File: src/rtl/imem_fetch_if.sv
// Fetch-side bundle: instruction-memory port, ID handshake and status shared by
// the fetch controller (master) and its surroundings (slave).
interface imem_fetch_if #(
  parameter int XLEN = 64
);
  logic            fetch_en;
  logic            redirect_valid;
  logic [XLEN-1:0] redirect_pc;
  logic [XLEN-1:0] imem_addr;
  logic [31:0]     imem_rdata;
  logic            id_valid;
  logic            id_ready;
  logic [31:0]     id_instr;
  logic [XLEN-1:0] id_pc;
  logic            fault;
  logic            busy;

  modport master (
    input  fetch_en, redirect_valid, redirect_pc, imem_rdata, id_ready,
    output imem_addr, id_valid, id_instr, id_pc, fault, busy
  );

  modport slave (
    output fetch_en, redirect_valid, redirect_pc, imem_rdata, id_ready,
    input  imem_addr, id_valid, id_instr, id_pc, fault, busy
  );
endinterface

File: src/rtl/imem_fetch_ctrl.sv
// Instruction fetch sequencer: owns the PC, reads the combinational IMEM and
// buffers {pc, instr} pairs in a small FIFO toward IF/ID, with redirect and fault handling.
module imem_fetch_ctrl #(
  parameter int              XLEN       = 64,
  parameter logic [XLEN-1:0] RESET_PC   = '0,
  parameter int              IMEM_DEPTH = 64,
  parameter int              FIFO_DEPTH = 2
) (
  input  logic         clk,
  input  logic         rst_n,
  imem_fetch_if.master bus
);

  localparam int              AW       = $clog2(FIFO_DEPTH);
  localparam logic [AW:0]     FULL_CNT = (AW+1)'(FIFO_DEPTH);
  localparam logic [XLEN-3:0] DEPTH_W  = (XLEN-2)'(IMEM_DEPTH);

  typedef enum logic [1:0] {S_IDLE, S_FETCH, S_HALT} state_t;

  state_t          state_q, state_d;
  logic [XLEN-1:0] pc_q, pc_d;
  logic            fault_q, fault_d;
  logic [AW-1:0]   rd_ptr_q, rd_ptr_d;
  logic [AW-1:0]   wr_ptr_q, wr_ptr_d;
  logic [AW:0]     cnt_q, cnt_d;

  logic [XLEN-1:0] pc_mem    [FIFO_DEPTH];
  logic [31:0]     instr_mem [FIFO_DEPTH];

  logic empty, full, push, pop, flush, in_range, redir_misaligned;

  assign empty            = (cnt_q == '0);
  assign full             = (cnt_q == FULL_CNT);
  assign pop              = ~empty & bus.id_ready;
  assign in_range         = (pc_q[XLEN-1:2] < DEPTH_W);
  assign redir_misaligned = (bus.redirect_pc[1:0] != 2'b00);

  // Redirect outranks everything except HALT; an out-of-range PC faults even when the FIFO is full.
  always_comb begin
    state_d = state_q;
    pc_d    = pc_q;
    fault_d = fault_q;
    flush   = 1'b0;
    push    = 1'b0;
    if (state_q != S_HALT && bus.redirect_valid) begin
      flush = 1'b1;
      pc_d  = bus.redirect_pc;
      if (redir_misaligned) begin
        fault_d = 1'b1;
        state_d = S_HALT;
      end else if (state_q == S_FETCH && !bus.fetch_en) begin
        state_d = S_IDLE;
      end
    end else begin
      case (state_q)
        S_IDLE: begin
          if (bus.fetch_en) state_d = S_FETCH;
        end
        S_FETCH: begin
          if (!in_range) begin
            fault_d = 1'b1;
            state_d = S_HALT;
          end else begin
            push = ~full | pop;
            if (push) pc_d = pc_q + XLEN'(4);
            if (!bus.fetch_en) state_d = S_IDLE;
          end
        end
        default: ;
      endcase
    end
  end

  always_comb begin
    rd_ptr_d = rd_ptr_q;
    wr_ptr_d = wr_ptr_q;
    cnt_d    = cnt_q;
    if (flush) begin
      rd_ptr_d = '0;
      wr_ptr_d = '0;
      cnt_d    = '0;
    end else begin
      if (pop)  rd_ptr_d = rd_ptr_q + AW'(1);
      if (push) wr_ptr_d = wr_ptr_q + AW'(1);
      case ({push, pop})
        2'b10:   cnt_d = cnt_q + (AW+1)'(1);
        2'b01:   cnt_d = cnt_q - (AW+1)'(1);
        default: cnt_d = cnt_q;
      endcase
    end
  end

  always_ff @(posedge clk or negedge rst_n) begin
    if (!rst_n) begin
      state_q  <= S_IDLE;
      pc_q     <= RESET_PC;
      fault_q  <= 1'b0;
      rd_ptr_q <= '0;
      wr_ptr_q <= '0;
      cnt_q    <= '0;
    end else begin
      state_q  <= state_d;
      pc_q     <= pc_d;
      fault_q  <= fault_d;
      rd_ptr_q <= rd_ptr_d;
      wr_ptr_q <= wr_ptr_d;
      cnt_q    <= cnt_d;
    end
  end

  // Storage needs no reset: the head is masked while the FIFO is empty.
  always_ff @(posedge clk) begin
    if (push) begin
      pc_mem[wr_ptr_q]    <= pc_q;
      instr_mem[wr_ptr_q] <= bus.imem_rdata;
    end
  end

  assign bus.imem_addr = {2'b00, pc_q[XLEN-1:2]};
  assign bus.id_valid  = ~empty;
  assign bus.id_instr  = empty ? 32'h0 : instr_mem[rd_ptr_q];
  assign bus.id_pc     = empty ? '0 : pc_mem[rd_ptr_q];
  assign bus.fault     = fault_q;
  assign bus.busy      = (state_q == S_FETCH);

endmodule

File: src/flat_wrapper.sv
// flat-port wrapper written by rule: the top's interface ports become plain ports
module imem_fetch_ctrl_flat 
#(
  parameter int              XLEN       = 64,
  parameter logic [XLEN-1:0] RESET_PC   = '0,
  parameter int              IMEM_DEPTH = 64,
  parameter int              FIFO_DEPTH = 2
)
  (clk, rst_n, bus_fetch_en, bus_redirect_valid, bus_redirect_pc, bus_imem_rdata, bus_id_ready, bus_imem_addr, bus_id_valid, bus_id_instr, bus_id_pc, bus_fault, bus_busy);
  imem_fetch_if #(.XLEN(XLEN)) bus_i ();
  input  logic clk;
  input  logic rst_n;
  input wire logic [$bits(bus_i.fetch_en)-1:0] bus_fetch_en;
  input wire logic [$bits(bus_i.redirect_valid)-1:0] bus_redirect_valid;
  input wire logic [$bits(bus_i.redirect_pc)-1:0] bus_redirect_pc;
  input wire logic [$bits(bus_i.imem_rdata)-1:0] bus_imem_rdata;
  input wire logic [$bits(bus_i.id_ready)-1:0] bus_id_ready;
  output wire logic [$bits(bus_i.imem_addr)-1:0] bus_imem_addr;
  output wire logic [$bits(bus_i.id_valid)-1:0] bus_id_valid;
  output wire logic [$bits(bus_i.id_instr)-1:0] bus_id_instr;
  output wire logic [$bits(bus_i.id_pc)-1:0] bus_id_pc;
  output wire logic [$bits(bus_i.fault)-1:0] bus_fault;
  output wire logic [$bits(bus_i.busy)-1:0] bus_busy;
  assign bus_i.fetch_en = bus_fetch_en;
  assign bus_i.redirect_valid = bus_redirect_valid;
  assign bus_i.redirect_pc = bus_redirect_pc;
  assign bus_i.imem_rdata = bus_imem_rdata;
  assign bus_i.id_ready = bus_id_ready;
  assign bus_imem_addr = bus_i.imem_addr;
  assign bus_id_valid = bus_i.id_valid;
  assign bus_id_instr = bus_i.id_instr;
  assign bus_id_pc = bus_i.id_pc;
  assign bus_fault = bus_i.fault;
  assign bus_busy = bus_i.busy;
  imem_fetch_ctrl #(.XLEN(XLEN), .RESET_PC(RESET_PC), .IMEM_DEPTH(IMEM_DEPTH), .FIFO_DEPTH(FIFO_DEPTH)) u_core (.clk(clk), .rst_n(rst_n), .bus(bus_i));
endmodule
File: config.mk
export PLATFORM = sky130hd
export DESIGN_NAME = imem_fetch_ctrl_flat
export DESIGN_NICKNAME = d
export VERILOG_FILES = /design/src/rtl/imem_fetch_if.sv /design/src/rtl/imem_fetch_ctrl.sv /design/src/flat_wrapper.sv
export SDC_FILE = /design/constraint.sdc
export NUM_CORES = 1
export LEC_CHECK = 0
export CAP_MARGIN = 20
export CORE_MARGIN = 4
export CORE_UTILIZATION = 53
export DETAILED_ROUTE_END_ITERATION = 16
export PLACE_DENSITY = 0.85
export SLEW_MARGIN = 5
export SYNTH_ARGS = -nofsm -noshare
export SYNTH_HDL_FRONTEND = slang
export SYNTH_SLANG_ARGS = --single-unit
File: constraint.sdc
create_clock -name clk -period 25.3 [get_ports clk]
set_input_delay 5.06 -clock clk [delete_from_list [all_inputs] [get_ports clk]]
set_output_delay 5.06 -clock clk [all_outputs]
set_load 0.02 [all_outputs]
# Word level (Yosys, flattened, before mapping)

Memory sizes are Yosys's and may differ from the RTL's.
Cells that the tools add are included.

Register bits after elaboration: 71
RAM bits: 192
Input port bits: 101
Output and inout port bits: 163
Logic and storage cells: 73
Memories: 2

Add/sub/neg operators: 5
$lt $le $gt $ge: 1
Equality and inequality tests: 10
Multiplexer cells: 29
Bitwise gates (word level): 4
Reductions and logical operators: 16

Memories:

| memory           | words | bits a word | read ports | clocked after memory_dff | wr ports | line                  | RTL |
|---|---|---|---|---|---|---|---|
| u_core.pc_mem    | 2     | 64          | 1          | 0                        | 1        | imem_fetch_ctrl.sv:27 | `logic [XLEN-1:0] pc_mem [FIFO_DEPTH];` |
| u_core.instr_mem | 2     | 32          | 1          | 0                        | 1        | imem_fetch_ctrl.sv:28 | `logic [31:0] instr_mem [FIFO_DEPTH];` |

Operators with widths:

| cell                                                         | number |
|---|---|
| two-way mux 64 bit                                           | 5 |
| adder 64 x 3 -> 64 bit (second input constant)               | 1 |
| less-than comparator 62 x 7 -> 1 bit (second input constant) | 1 |
| two-way mux 32 bit                                           | 1 |
| two-way mux 1 bit                                            | 14 |
| two-way mux 2 bit                                            | 7 |
| nonzero test 2 bit                                           | 6 |
| one-hot mux 2 bit (2 select lines)                           | 2 |
| inequality test 3 x 2 -> 1 bit (second input constant)       | 2 |
| AND reduction 3 bit                                          | 2 |
| nonzero test 3 bit                                           | 2 |
| == test 2 x 1 -> 1 bit (second input constant)               | 2 |
| == test 2 bit (second input constant)                        | 2 |
| zero test 2 bit                                              | 2 |
| inequality test 2 bit (second input constant)                | 2 |
| inequality test 4 bit (second input constant)                | 1 |
| AND reduction 4 bit                                          | 1 |
| adder 1 bit (second input constant)                          | 2 |
| adder 2 x 1 -> 2 bit (second input constant)                 | 1 |
| logical AND 1 bit                                            | 2 |
| inequality test 2 x 1 -> 1 bit (second input constant)       | 1 |
| NOT 1 bit                                                    | 2 |
| subtractor 2 x 1 -> 2 bit (second input constant)            | 1 |
| AND 1 bit                                                    | 1 |
| other kinds (2)                                              | 2 |

# Longest topological paths before layout

Word-level depth: 10
Gate-level depth with buffers: 9
Gate-level depth less buffers: 9

# Least setup slack after synthesis

No wires, ideal clock.

Path kind: input port to flip-flop
Start point: input bus_id_ready
End point: memory u_core.instr_mem[0][0] (enable)
Setup time: 0.688 ns
Arrival time: 12.684 ns
Required time: 24.612 ns
Path slack: 11.928 ns
Cell stages on the path: 5
Path buffers: 0
Cells stage by stage: nor2_1 -> a21boi_0 -> nor4b_4 -> and2_2 -> nor3b_1

Longest elaborated chain between the ends: 7

Ends and longest elaborated chain:

| what                                    | line                   | RTL |
|---|---|---|
| start: declaration                      | flat_wrapper.sv:17     | `input wire logic [$bits(bus_i.id_ready)-1:0] bus_id_ready;` |
| AND 1 bit                               | imem_fetch_ctrl.sv:34  | `assign pop = ~empty & bus.id_ready;` |
| OR 1 bit                                | imem_fetch_ctrl.sv:64  | `push = ~full \| pop;` |
| two-way mux 1 bit                       | imem_fetch_ctrl.sv:60  | `if (!in_range) begin` |
| two-way mux 1 bit                       | imem_fetch_ctrl.sv:55  | `case (state_q)` |
| two-way mux 1 bit                       | imem_fetch_ctrl.sv:45  | `if (state_q != S_HALT && bus.redirect_valid) begin` |
| two-way mux 1 bit                       | imem_fetch_ctrl.sv:113 | `if (push) begin` |
| two-way mux 1 bit (not written as such) | imem_fetch_ctrl.sv:115 | `instr_mem[wr_ptr_q] <= bus.imem_rdata;` |
| end: declaration                        | imem_fetch_ctrl.sv:28  |  |

No other way between the ends.

# Worst setup path in the final report

Start point: register u_core.rd_ptr_q
End point: output bus_id_pc[16]

Longest elaborated chain between the ends: 2

Ends and longest elaborated chain:

| what                     | line                   | RTL |
|---|---|---|
| start: declaration       | imem_fetch_ctrl.sv:23  | `logic [AW-1:0] rd_ptr_q, rd_ptr_d;` |
| start signal: assignment | imem_fetch_ctrl.sv:105 | `rd_ptr_q <= rd_ptr_d;` |
| memory read (2 x 64 bit) | n/a                    |  |
| two-way mux 64 bit       | imem_fetch_ctrl.sv:122 | `assign bus.id_pc = empty ? '0 : pc_mem[rd_ptr_q];` |
| end: declaration         | flat_wrapper.sv:21     | `output wire logic [$bits(bus_i.id_pc)-1:0] bus_id_pc;` |

No other way between the ends.

==> summary.txt <==
Outcome
  – Outcome: finished clean

Clocking
  – CTS tree: yes
  – CTS sink cnt: roughly 260
  – Root Buffer: clkbuf_16
  – H-Tree Depth: 1
  – Clock Tree Buf Depth: 3
  – # resized after CTS: 0
  – Clock transition at path regs: ~0.060 ns
  – Worst-Skew Late Latency: 0.52 ns
  – Postcts setup bufs: 0
  – CTS Buf Count: 25
  – Hold buffers post-CTS: 0

Routing
  – Vias: ~6700
  – Pre-antenna DRT Iters: 5
  – Wire per inst: 18.46 um
  – Vias per cell: ~5
  – Drt first-iter violations: 269
  – WL final: 24040 um
  – Post-route DRC: 0
  – DRT antenna net count: 0

STA
  – Final hold vios: 0
  – Final setup TNS: 0 ns
  – Fin crit share: 0.3358
  – Clk_skew: between 0.01 and 0.015 ns
  – Worst Tran Pin Value: around 1.1 ns
  – Final setup viols: 0
  – Unrepaired setup endpoints after global routing: no
  – Achievable Freq: 117.7 MHz
  – Fin. max-slew vios: 0
  – Tmin final: 8.495 ns
  – Relative slew slack: 0.2421

Logic synthesis
  – Mux cell area share after synthesis: 0.08905
  – Top post-synthesis cells by area: edfxtp_1 (53%), dfrtp_1 (16%), mux2i_1 (8.9%)
  – #FFs+latches synth: between 200 and 300
  – Top_reg_cell synth: edfxtp_1
  – Cell with the most instances after synthesis: edfxtp_1
  – Ys async rst share: 0.2700
  – Number of synthesized flops with an enable pin: 192
  – Post-synth top area cell: edfxtp_1
  – Mean Syn Cell Area: between 10 and 15 sq um
  – Post-synthesis compound-gate area fraction: 0.01739
  – Post-Synth Adder-Cell Area: 0.002319
  – Simple-gate share of the synthesized area: 0.1250
  – Yosys warning total: 0
  – Xor-xnor portion of the synthesized cell area: 0.002435
  – Cells after Synth: around 800
  – Largest family of logic cells by synthesized area: simple AND/OR/NAND/NOR gates
  – Post-synth top cells: edfxtp_1 (192), nand2_1 (180), nor2_1 (109)
  – Distinct cell type count after synthesis: 40
  – Post-synthesis sequential area ratio: 0.6990
  – Yosys top cell area share: 0.5343
  – Cell area after synthesis: roughly 0.011 sq mm

Final layout
  – Final #Nets: around 1100
  – Final Util: 0.7059
  – Non-Filler Instances: around 1300
  – Layout cells sized above 1: 0.05882
  – Layout area overhead: 28.99%
  – Diodes inserted: 0
  – Filler instances: ~1300

Run
  – Max-cap violations: 0

Power and ir drop
  – Post-route total power: approximately 0.89 mW
  – P_leak: between 5 and 6 nW
  – Power density over the cells: 63.86 mW/mm^2
  – Peak supply drop: 0.04543 mV

Place
  – RD Place Congestion: 0.7625
  – DP Cell Count: around 1300
  – Post-DP HPWL: around 16000 um
  – # port buffers: around 260

Setup path
  – Kind of critical path: reg2out
  – Startpoint Class: register
  – Crit path capture type: primary output
  – Crit-path cells: buf_4, mux2i_1, nor2_1, clkdlybuf4s50_1
  – CP arrival: between 3 and 4 ns
  – Kind of cell adding the most delay to the critical path: buffers and inverters
  – CP max FO: 61
  – WP buf/inv: 2
  – Slowest cell on the critical path: buf_4
  – Worst path required time: roughly 20 ns
  – Slowest cell delay on critical path: between 0.8 and 0.9 ns

GRT
  – GRT Util Overall: 0.2079
  – First-pass GRT wire length: roughly 37000 um
  – Largest net degree at the start of global routing: 75
  – Initial antenna violation count: 2
  – Grt ovf: 0
  – Number of global-route vias before repair: a little under 7000

Floorplan
  – Row cnt: 51
  – # IOs: roughly 260
  – Die H: 150.7 um
  – Initial core utilization: 0.5472
  – Die area: about 0.023 sq mm
  – Die W: 150.7 um
  – Core area: 0.01972 sq mm

Min path
  – Worst min path class: reg2reg
flip-flops by register name, indices dropped and copies added (netlist names):
register / flops
u_core.instr_mem: 64
u_core.wr_ptr_q: 1
u_core.rd_ptr_q: 1
u_core.state_q: 2
u_core.cnt_q: 2
u_core.pc_q: 64
u_core.pc_mem: 128
u_core.bus.fault: 1
where the power goes:
part / internal (mW) / total (mW) / switching (mW)
sequential: 0.471 / 0.481 / 0.0102
clock: 0.200 / 0.349 / 0.149
combinational: 0.0309 / 0.0585 / 0.0276
cell usage in the layout (no fill, tap or decap), types with 2 or more instances in the layout:
| cell type | instances |
|---|---|
| clkbuf_1 | 12 |
| nand3b_1 | 2 |
| conb_1 | 2 |
| nor2_1 | 108 |
| clkdlybuf4s50_1 | 260 |
| dfrtp_1 | 70 |
| ha_1 | 2 |
| xnor2_1 | 2 |
| clkinvlp_4 | 2 |
| nor4_2 | 2 |
| a21oi_1 | 2 |
| mux2i_1 | 96 |
| buf_4 | 8 |
| inv_1 | 7 |
| a21bo_2 | 3 |
| nor4_1 | 12 |
| clkbuf_8 | 2 |
| a31oi_1 | 8 |
| nand4_1 | 5 |
| nand2_1 | 180 |
| a31o_2 | 5 |
| clkbuf_16 | 25 |
| clkinv_2 | 2 |
| and3_1 | 4 |
| edfxtp_1 | 192 |
| o21ai_0 | 3 |
per-layer routing:
layer,vias to the layer above,global-route usage,wire length [um]
li1,3182,-,-
met1,3205,0.2568,9434
met2,250,0.3516,11690
met3,39,0.07616,2407
met4,4,0.04941,481
met5,-,0,27
metrics by stage:
step                area [sq um]  setup WS (ns)  hold slack (ns)
floorplan                  10790          11.93           0.4419
global placement           13150          16.89           0.4487
detailed placement         13150          16.84           0.4554
CTS                        13920          16.79           0.4695
global route               13920          16.69           0.4906
finish                     13920          16.81           0.4695
worst paths after layout:
check                                                    end                         from  slack (ns)  cells after the start
setup / recovery                               bus_id_pc[16]  u_core.rd_ptr_q$_DFFE_PN0P_       16.81                      4
hold / removal                 u_core.pc_mem[0][1]$_DFFE_PP_   u_core.pc_q[1]$_DFFE_PN0P_        0.47                      0
setup reg to reg           u_core.instr_mem[1][16]$_DFFE_PP_  u_core.pc_q[39]$_DFFE_PN0P_       21.56                      6
hold reg to reg                u_core.pc_mem[0][1]$_DFFE_PP_   u_core.pc_q[1]$_DFFE_PN0P_        0.47                      0
max in group asynchronous        u_core.rd_ptr_q$_DFFE_PN0P_                        rst_n       19.90                      1
min in group asynchronous        u_core.pc_q[21]$_DFFE_PN0P_                        rst_n        4.70                      1
cells by family after synthesis:
| logic type | after synthesis |
|---|---|
| simple gates | 324 |
| xor+xnor | 3 |
| other cells | 1 |
| buf+inv | 109 |
| compound gates | 26 |
| fa+ha+maj | 2 |
| flops | 263 |
| mux | 96 |
area by class of cell:
type,instances,area (sq um),share of cell area
Clock inverter,7,67.56,0.004854
Timing Repair Buffer,268,2663,0.1913
Sequential cell,263,7546,0.5422
Multi-Input combinational cell,453,2586,0.1858
Clock buffer,39,698.2,0.05016
Inverter,7,26.28,0.001888
Tap cell,265,331.6,0.02382
Note: power is estimated with default switching activity, not from simulation.
